[config.mk]
export PLATFORM = sky130hd
export DESIGN_NAME = rom_load_ctrl
export DESIGN_NICKNAME = d
export VERILOG_FILES = /design/src/rtl/rom_load_pkg.sv /design/src/rtl/rom_region_decode.sv /design/src/rtl/rom_load_ctrl.sv
export SDC_FILE = /design/constraint.sdc
export NUM_CORES = 1
export LEC_CHECK = 0
export ABC_AREA = 1
export CORE_ASPECT_RATIO = 2
export CORE_MARGIN = 4
export CORE_UTILIZATION = 25
export CTS_CLUSTER_SIZE = 16
export DETAILED_ROUTE_END_ITERATION = 10
export PLACE_DENSITY = 0.44
export SLEW_MARGIN = 10
export SYNTH_ARGS = -nofsm -noshare
export SYNTH_HDL_FRONTEND = slang
export SYNTH_HIERARCHICAL = 1
export SYNTH_SLANG_ARGS = --single-unit
export TNS_END_PERCENT = 10
[constraint.sdc]
create_clock -name CLK -period 2.9 [get_ports CLK]
set_clock_uncertainty 0.05 [all_clocks]
set_input_delay 0.29 -clock CLK [delete_from_list [all_inputs] [get_ports CLK]]
set_output_delay 0.29 -clock CLK [all_outputs]
set_load 0.005 [all_outputs]
[src/rtl/rom_load_pkg.sv]
// Shared types and the ROM region map for the Pacman Plus ROM download controller.
// Region limits are inclusive byte addresses within the linear download image.
package rom_load_pkg;

    typedef enum logic [2:0] {
        PROG0    = 3'd0,
        GFX_CHR  = 3'd1,
        GFX_SPR  = 3'd2,
        PROG1    = 3'd3,
        PAL_PROM = 3'd4,
        LUT_PROM = 3'd5,
        SND_PROM = 3'd6,
        REG_NONE = 3'd7
    } rom_region_t;

    localparam int NUM_REGIONS = 7;

    // Indexed by the rom_region_t value of each region.
    localparam logic [15:0] REGION_BASE [NUM_REGIONS] = '{
        16'h0000, 16'h4000, 16'h5000, 16'h8000, 16'hC000, 16'hC020, 16'hC120
    };
    localparam logic [15:0] REGION_LAST [NUM_REGIONS] = '{
        16'h3FFF, 16'h4FFF, 16'h5FFF, 16'hBFFF, 16'hC01F, 16'hC11F, 16'hC2FF
    };

    typedef logic [2:0] state_t;
    localparam state_t ST_IDLE  = 3'd0;
    localparam state_t ST_LOAD  = 3'd1;
    localparam state_t ST_CHECK = 3'd2;
    localparam state_t ST_HOLD  = 3'd3;
    localparam state_t ST_RUN   = 3'd4;

endpackage

[src/rtl/rom_region_decode.sv]
// Combinational decode of a linear download address into region select and region-local address.
// Addresses falling in gaps between regions (or above 16 bits) decode as REG_NONE with valid low.
module rom_region_decode
    import rom_load_pkg::*;
#(
    parameter int AW = 16
) (
    input  logic [24:0]   addr,
    output rom_region_t   region,
    output logic [AW-1:0] local_addr,
    output logic          valid
);

    // 17-bit difference: bit 16 flags an address below the region base.
    logic [16:0]            diff [NUM_REGIONS];
    logic [NUM_REGIONS-1:0] hit;

    genvar gi;
    generate
        for (gi = 0; gi < NUM_REGIONS; gi++) begin : g_region
            assign diff[gi] = {1'b0, addr[15:0]} - {1'b0, REGION_BASE[gi]};
            assign hit[gi]  = (addr[24:16] == 9'd0) && !diff[gi][16] &&
                              (diff[gi][15:0] <= (REGION_LAST[gi] - REGION_BASE[gi]));
        end
    endgenerate

    always_comb begin
        region     = REG_NONE;
        local_addr = '0;
        valid      = 1'b0;
        for (int i = 0; i < NUM_REGIONS; i++) begin
            if (hit[i]) begin
                region     = rom_region_t'(i[2:0]);
                local_addr = AW'(diff[i][15:0]);
                valid      = 1'b1;
            end
        end
    end

endmodule

[src/rtl/rom_load_ctrl.sv]
// Sequences the HPS ROM download into core ROM regions and holds the core in reset
// until a complete, in-range image has loaded plus a settling period.
module rom_load_ctrl
    import rom_load_pkg::*;
#(
    parameter logic [15:0] IMG_SIZE = 16'hC300,
    parameter int          HOLD_CYC = 1024,
    parameter int          AW       = 16
) (
    input  logic          CLK,
    input  logic          RESET,
    input  logic          ioctl_download,
    input  logic          ioctl_wr,
    input  logic [24:0]   ioctl_addr,
    input  logic [7:0]    ioctl_dout,
    output logic [AW-1:0] dn_addr,
    output logic [7:0]    dn_data,
    output logic          dn_wr,
    output logic [2:0]    dn_region,
    output logic          core_reset,
    output logic          load_ok,
    output logic          load_err,
    output logic [15:0]   byte_cnt
);

    localparam logic [15:0] HOLD_LAST = 16'(HOLD_CYC - 1);

    state_t        state_reg, state_next;
    logic          dl_reg;
    logic [15:0]   hold_cnt_reg;
    logic [15:0]   byte_cnt_reg;
    logic          overflow_reg, load_ok_reg, load_err_reg, dn_wr_reg;
    logic [AW-1:0] dn_addr_reg;
    logic [7:0]    dn_data_reg;
    logic [2:0]    dn_region_reg;

    rom_region_t   dec_region;
    logic [AW-1:0] dec_addr;
    logic          dec_valid;

    logic rise, fall, in_window, in_range, accept, bad_wr, image_ok;

    rom_region_decode #(.AW(AW)) u_decode (
        .addr       (ioctl_addr),
        .region     (dec_region),
        .local_addr (dec_addr),
        .valid      (dec_valid)
    );

    // Tracks the window even through RESET so a still-open window is not seen as a new download.
    always_ff @(posedge CLK) dl_reg <= ioctl_download;

    assign rise      = ioctl_download & ~dl_reg;
    assign fall      = ~ioctl_download & dl_reg;
    assign in_window = (state_reg == ST_LOAD) | rise;
    assign in_range  = (ioctl_addr[24:16] == 9'd0) && (ioctl_addr[15:0] < IMG_SIZE);
    assign accept    = in_window & ioctl_wr & in_range;
    assign bad_wr    = in_window & ioctl_wr & ~in_range;
    assign image_ok  = (byte_cnt_reg == IMG_SIZE) && !overflow_reg;

    always_comb begin
        state_next = state_reg;
        case (state_reg)
            ST_IDLE:  state_next = ST_IDLE;
            ST_LOAD:  if (fall) state_next = ST_CHECK;
            ST_CHECK: state_next = image_ok ? ST_HOLD : ST_IDLE;
            ST_HOLD:  if (hold_cnt_reg == HOLD_LAST) state_next = ST_RUN;
            ST_RUN:   state_next = ST_RUN;
            default:  state_next = ST_IDLE;
        endcase
        if (rise) state_next = ST_LOAD;
    end

    always_ff @(posedge CLK) begin
        if (RESET) begin
            state_reg     <= ST_IDLE;
            hold_cnt_reg  <= '0;
            byte_cnt_reg  <= '0;
            overflow_reg  <= 1'b0;
            load_ok_reg   <= 1'b0;
            load_err_reg  <= 1'b0;
            dn_wr_reg     <= 1'b0;
            dn_addr_reg   <= '0;
            dn_data_reg   <= '0;
            dn_region_reg <= '0;
        end else begin
            state_reg    <= state_next;
            hold_cnt_reg <= (state_reg == ST_HOLD) ? hold_cnt_reg + 16'd1 : 16'd0;

            // A write in the edge cycle belongs to the new download, so it lands after the clear.
            if (rise) begin
                byte_cnt_reg <= accept ? 16'd1 : 16'd0;
                overflow_reg <= bad_wr;
                load_ok_reg  <= 1'b0;
                load_err_reg <= 1'b0;
            end else begin
                if (accept && byte_cnt_reg != 16'hFFFF) byte_cnt_reg <= byte_cnt_reg + 16'd1;
                if (bad_wr) overflow_reg <= 1'b1;
                if (state_reg == ST_CHECK) begin
                    load_ok_reg  <= image_ok;
                    load_err_reg <= !image_ok;
                end
            end

            dn_wr_reg <= accept & dec_valid;
            if (accept && dec_valid) begin
                dn_addr_reg   <= dec_addr;
                dn_data_reg   <= ioctl_dout;
                dn_region_reg <= dec_region;
            end
        end
    end

    assign core_reset = (state_reg != ST_RUN) | rise;
    assign dn_addr    = dn_addr_reg;
    assign dn_data    = dn_data_reg;
    assign dn_wr      = dn_wr_reg;
    assign dn_region  = dn_region_reg;
    assign load_ok    = load_ok_reg;
    assign load_err   = load_err_reg;
    assign byte_cnt   = byte_cnt_reg;

endmodule

==> results.md <==
* DP Area at 0.006011 mm^2
* Die Wd at roughly 100 um
* Syn. warnings at 6
* Flops & latches, synth at between 60 and 70
* Clock root buffer: clkbuf_16
* Detail Route Antenna Nets at 0
* Hold crit path type: reg2reg
* Synth Area in XOR/XNOR at 0.01311
* First-pass GRT wire length at 26360 um
* End of the critical path: dn_addr[15]
* Layout Utilization at 0.3463
* Setup TNS at 0 ns
* WL/cell at between 15 and 20 um
* Worst-path fanout max at 28
* Final period utilization at 0.8992
* Area Growth Syn to Fin at 35.59%
* Mapped Avg Cell Area at 6.218 um^2
* Synth Instances at ~750
* CTS tree: built
* Complex-gate fraction of the synthesized area at 0.09098
* Core Region at about 0.018 mm^2
* Max H-tree Level at 3
* Vias in the first global route at ~5.0k
* Hold buffers post-CTS at 0
* Status: completed
* Grt met3 use at 0.02408
* Slew HR at 0.4338
* Initial Util at 0.2554
* Design area at 0.006340 mm^2
* CP startpoint kind: input port
* Io pins at 84
* Drt drc at 0
* Met2 usage at 0.3247
* Maximum VDD drop at about 0.16 mV
* FF-to-FF Start: byte_cnt[0]
* Seq/Total Area, Yosys at 0.2869
* N_diodes at 0
* Final RePlAce weighted congestion at 0.8752
* Syn nets at 805
* NumNets Final at approximately 930
* Adder-Cell Fraction of Synth Area at 0.04282
* Total die area at 0.02109 mm^2
* Largest net degree at the start of global routing at 31
* Number of library cell types mapped by synthesis at 38
* Critical path startpoint: ioctl_addr[13]
* DR vias/cell at 4.563
* Routed via count at about 5k
* Clk buf depth at 2
* Critical path class: in2reg
* Num CTS Buffers at 9
* Worst Reg-to-Reg Cells at 10
* F_max at ~380 MHz
* Worst Max-Slew Pin Slew at between 0.8 and 0.9 ns
* Total Power at ~2.4 mW
* CP Data Required Time at around 3.1 ns
* Commonest non-fill, non-tap cell in the layout: nand2_1
* Share of layout cells above drive strength 1 at 0.1373
* Max-slew violation count at 0
* Initial antenna violation count at 0
* FILL cells at roughly 2.0k
* Detailed placement HPWL at 13820 um
* CP arrival at between 2 and 3 ns
* Pwr Density at 383.7 mW/mm^2
* Final setup fails at 0
* Rows at 70
* Max-cap viol count at 0
* Die H at 201.4 um
* R2R Path End: byte_cnt[7]
* Post-CTS Resized at 0
* Number of port buffers at 83
* FF-to-FF setup slack at 0.99 ns
* Clock slew at reported path FFs at 0.06 ns
* Post-synthesis simple-gate area fraction at 0.4616
* Clk Latency, worst-skew pair at between 0.3 and 0.4 ns
* Fin. Hold Viols at 0
* Commonest non-fill, non-tap cells in the layout: nand2_1, nor2_1, inv_1
* Largest family of logic cells by synthesized area: simple AND/OR/NAND/NOR gates
* Minimum clock period at 2.608 ns
* Met1 Use GR at 0.1475
* GRT Total Usage at 0.1616
* Post-CTS setup buffer count at 0
* CTS sink cnt at 67
* RSZ-0062 raised after global routing: false
* CP endpoint kind: flop
* Netlist Area Pre-Place at 0.004676 mm^2
* WL final at roughly 17000 um
* GR Overflow Total at 0
* Leak at a little under 3 nW
* Gr busiest metal: met2
* Dpl cells at between 1k and 1.5k
* Layout Cells excl Fill at roughly 1.1k
* Pre-antenna DRT Iters at 4
* Post-synthesis mux area share at 0
* Initial drt markers at between 150 and 200
==> metrics by stage <==
step	hold WS [ns]	setup slack [ns]
floorplan	0.2677	0.6541
global placement	0.3901	-0.09000
detailed placement	0.4069	-0.1117
CTS	0.4200	0.2371
global route	0.4303	0.002140
finish	0.4103	0.2923
==> power by group <==
part           internal, mW  switching [mW]
logic                 0.122           0.161
clock network         0.799           0.424
registers             0.924         0.00254
==> cell type report <==
class / count / area (um^2) / share of cell area
clock buffers: 12 / 256.5 / 0.04046
clock inverters: 4 / 72.57 / 0.01145
inverters: 101 / 380.4 / 0.06000
multi-input cells: 570 / 2845 / 0.4488
flip-flops and latches: 67 / 1341 / 0.2116
well taps: 216 / 270.3 / 0.04263
repair buffers: 127 / 1174 / 0.1851
==> routing by layer <==
layer  wire [um]  up-vias
met5           0        -
met4         966        0
met3         526       49
met2        9663      112
met1        5592     2239
li1            -     2606
==> logic make-up after synthesis <==
| kind of cell | Yosys count |
|---|---|
| buf+inv | 115 |
| flops | 67 |
| simple gates | 470 |
| fa+ha+maj | 16 |
| compound gates | 77 |
| xor+xnor | 7 |
==> critical path, stage by stage <==
cell             delay [ns]
clkdlybuf4s50_1        0.51
inv_2                  0.08
ha_1                   0.19
inv_1                  0.21
nand2_1                0.08
nand2_1                0.06
nand2_1                0.11
nand2_1                0.14
nand2_2                0.11
nor2_4                 0.16
nand3_2                0.10
inv_1                  0.15
nor2_8                 0.06
inv_2                  0.38
nor2_1                 0.08
nor2_1                 0.12
==> worst min-delay path by stage <==
stage,endpoint,from,cells past startpoint
6_report,hold_cnt_reg[0],hold_cnt_reg[0],1
3_5_place_dp,hold_cnt_reg[0],hold_cnt_reg[0],1
3_3_place_gp,hold_cnt_reg[0],hold_cnt_reg[0],1
5_1_grt,dl_reg,ioctl_download,1
2_1_floorplan,dl_reg,ioctl_download,0
4_1_cts,dl_reg,ioctl_download,1
==> cell usage after synthesis, drive strengths merged <==
cell type / n / area [um^2]
o211ai: 1 / 7.510
nor2: 171 / 748.2
o22ai: 1 / 6.260
buf: 12 / 101.3
o21a: 1 / 7.510
dfxtp: 67 / 1341
a21oi: 28 / 166.4
nand4: 19 / 133.9
o211a: 1 / 10.01
nand3: 58 / 337.8
xor2: 7 / 61.31
nor3b: 1 / 7.510
a211oi: 1 / 7.510
clkbuf: 2 / 7.510
o21ai: 44 / 220.2
ha: 16 / 200.2
and2: 3 / 18.77
nand2: 205 / 829.5
inv: 100 / 375.4
or2: 2 / 12.51
clkinv: 1 / 5.000
nor3: 11 / 70.07
No activity file was read; power rests on OpenSTA's default activity.
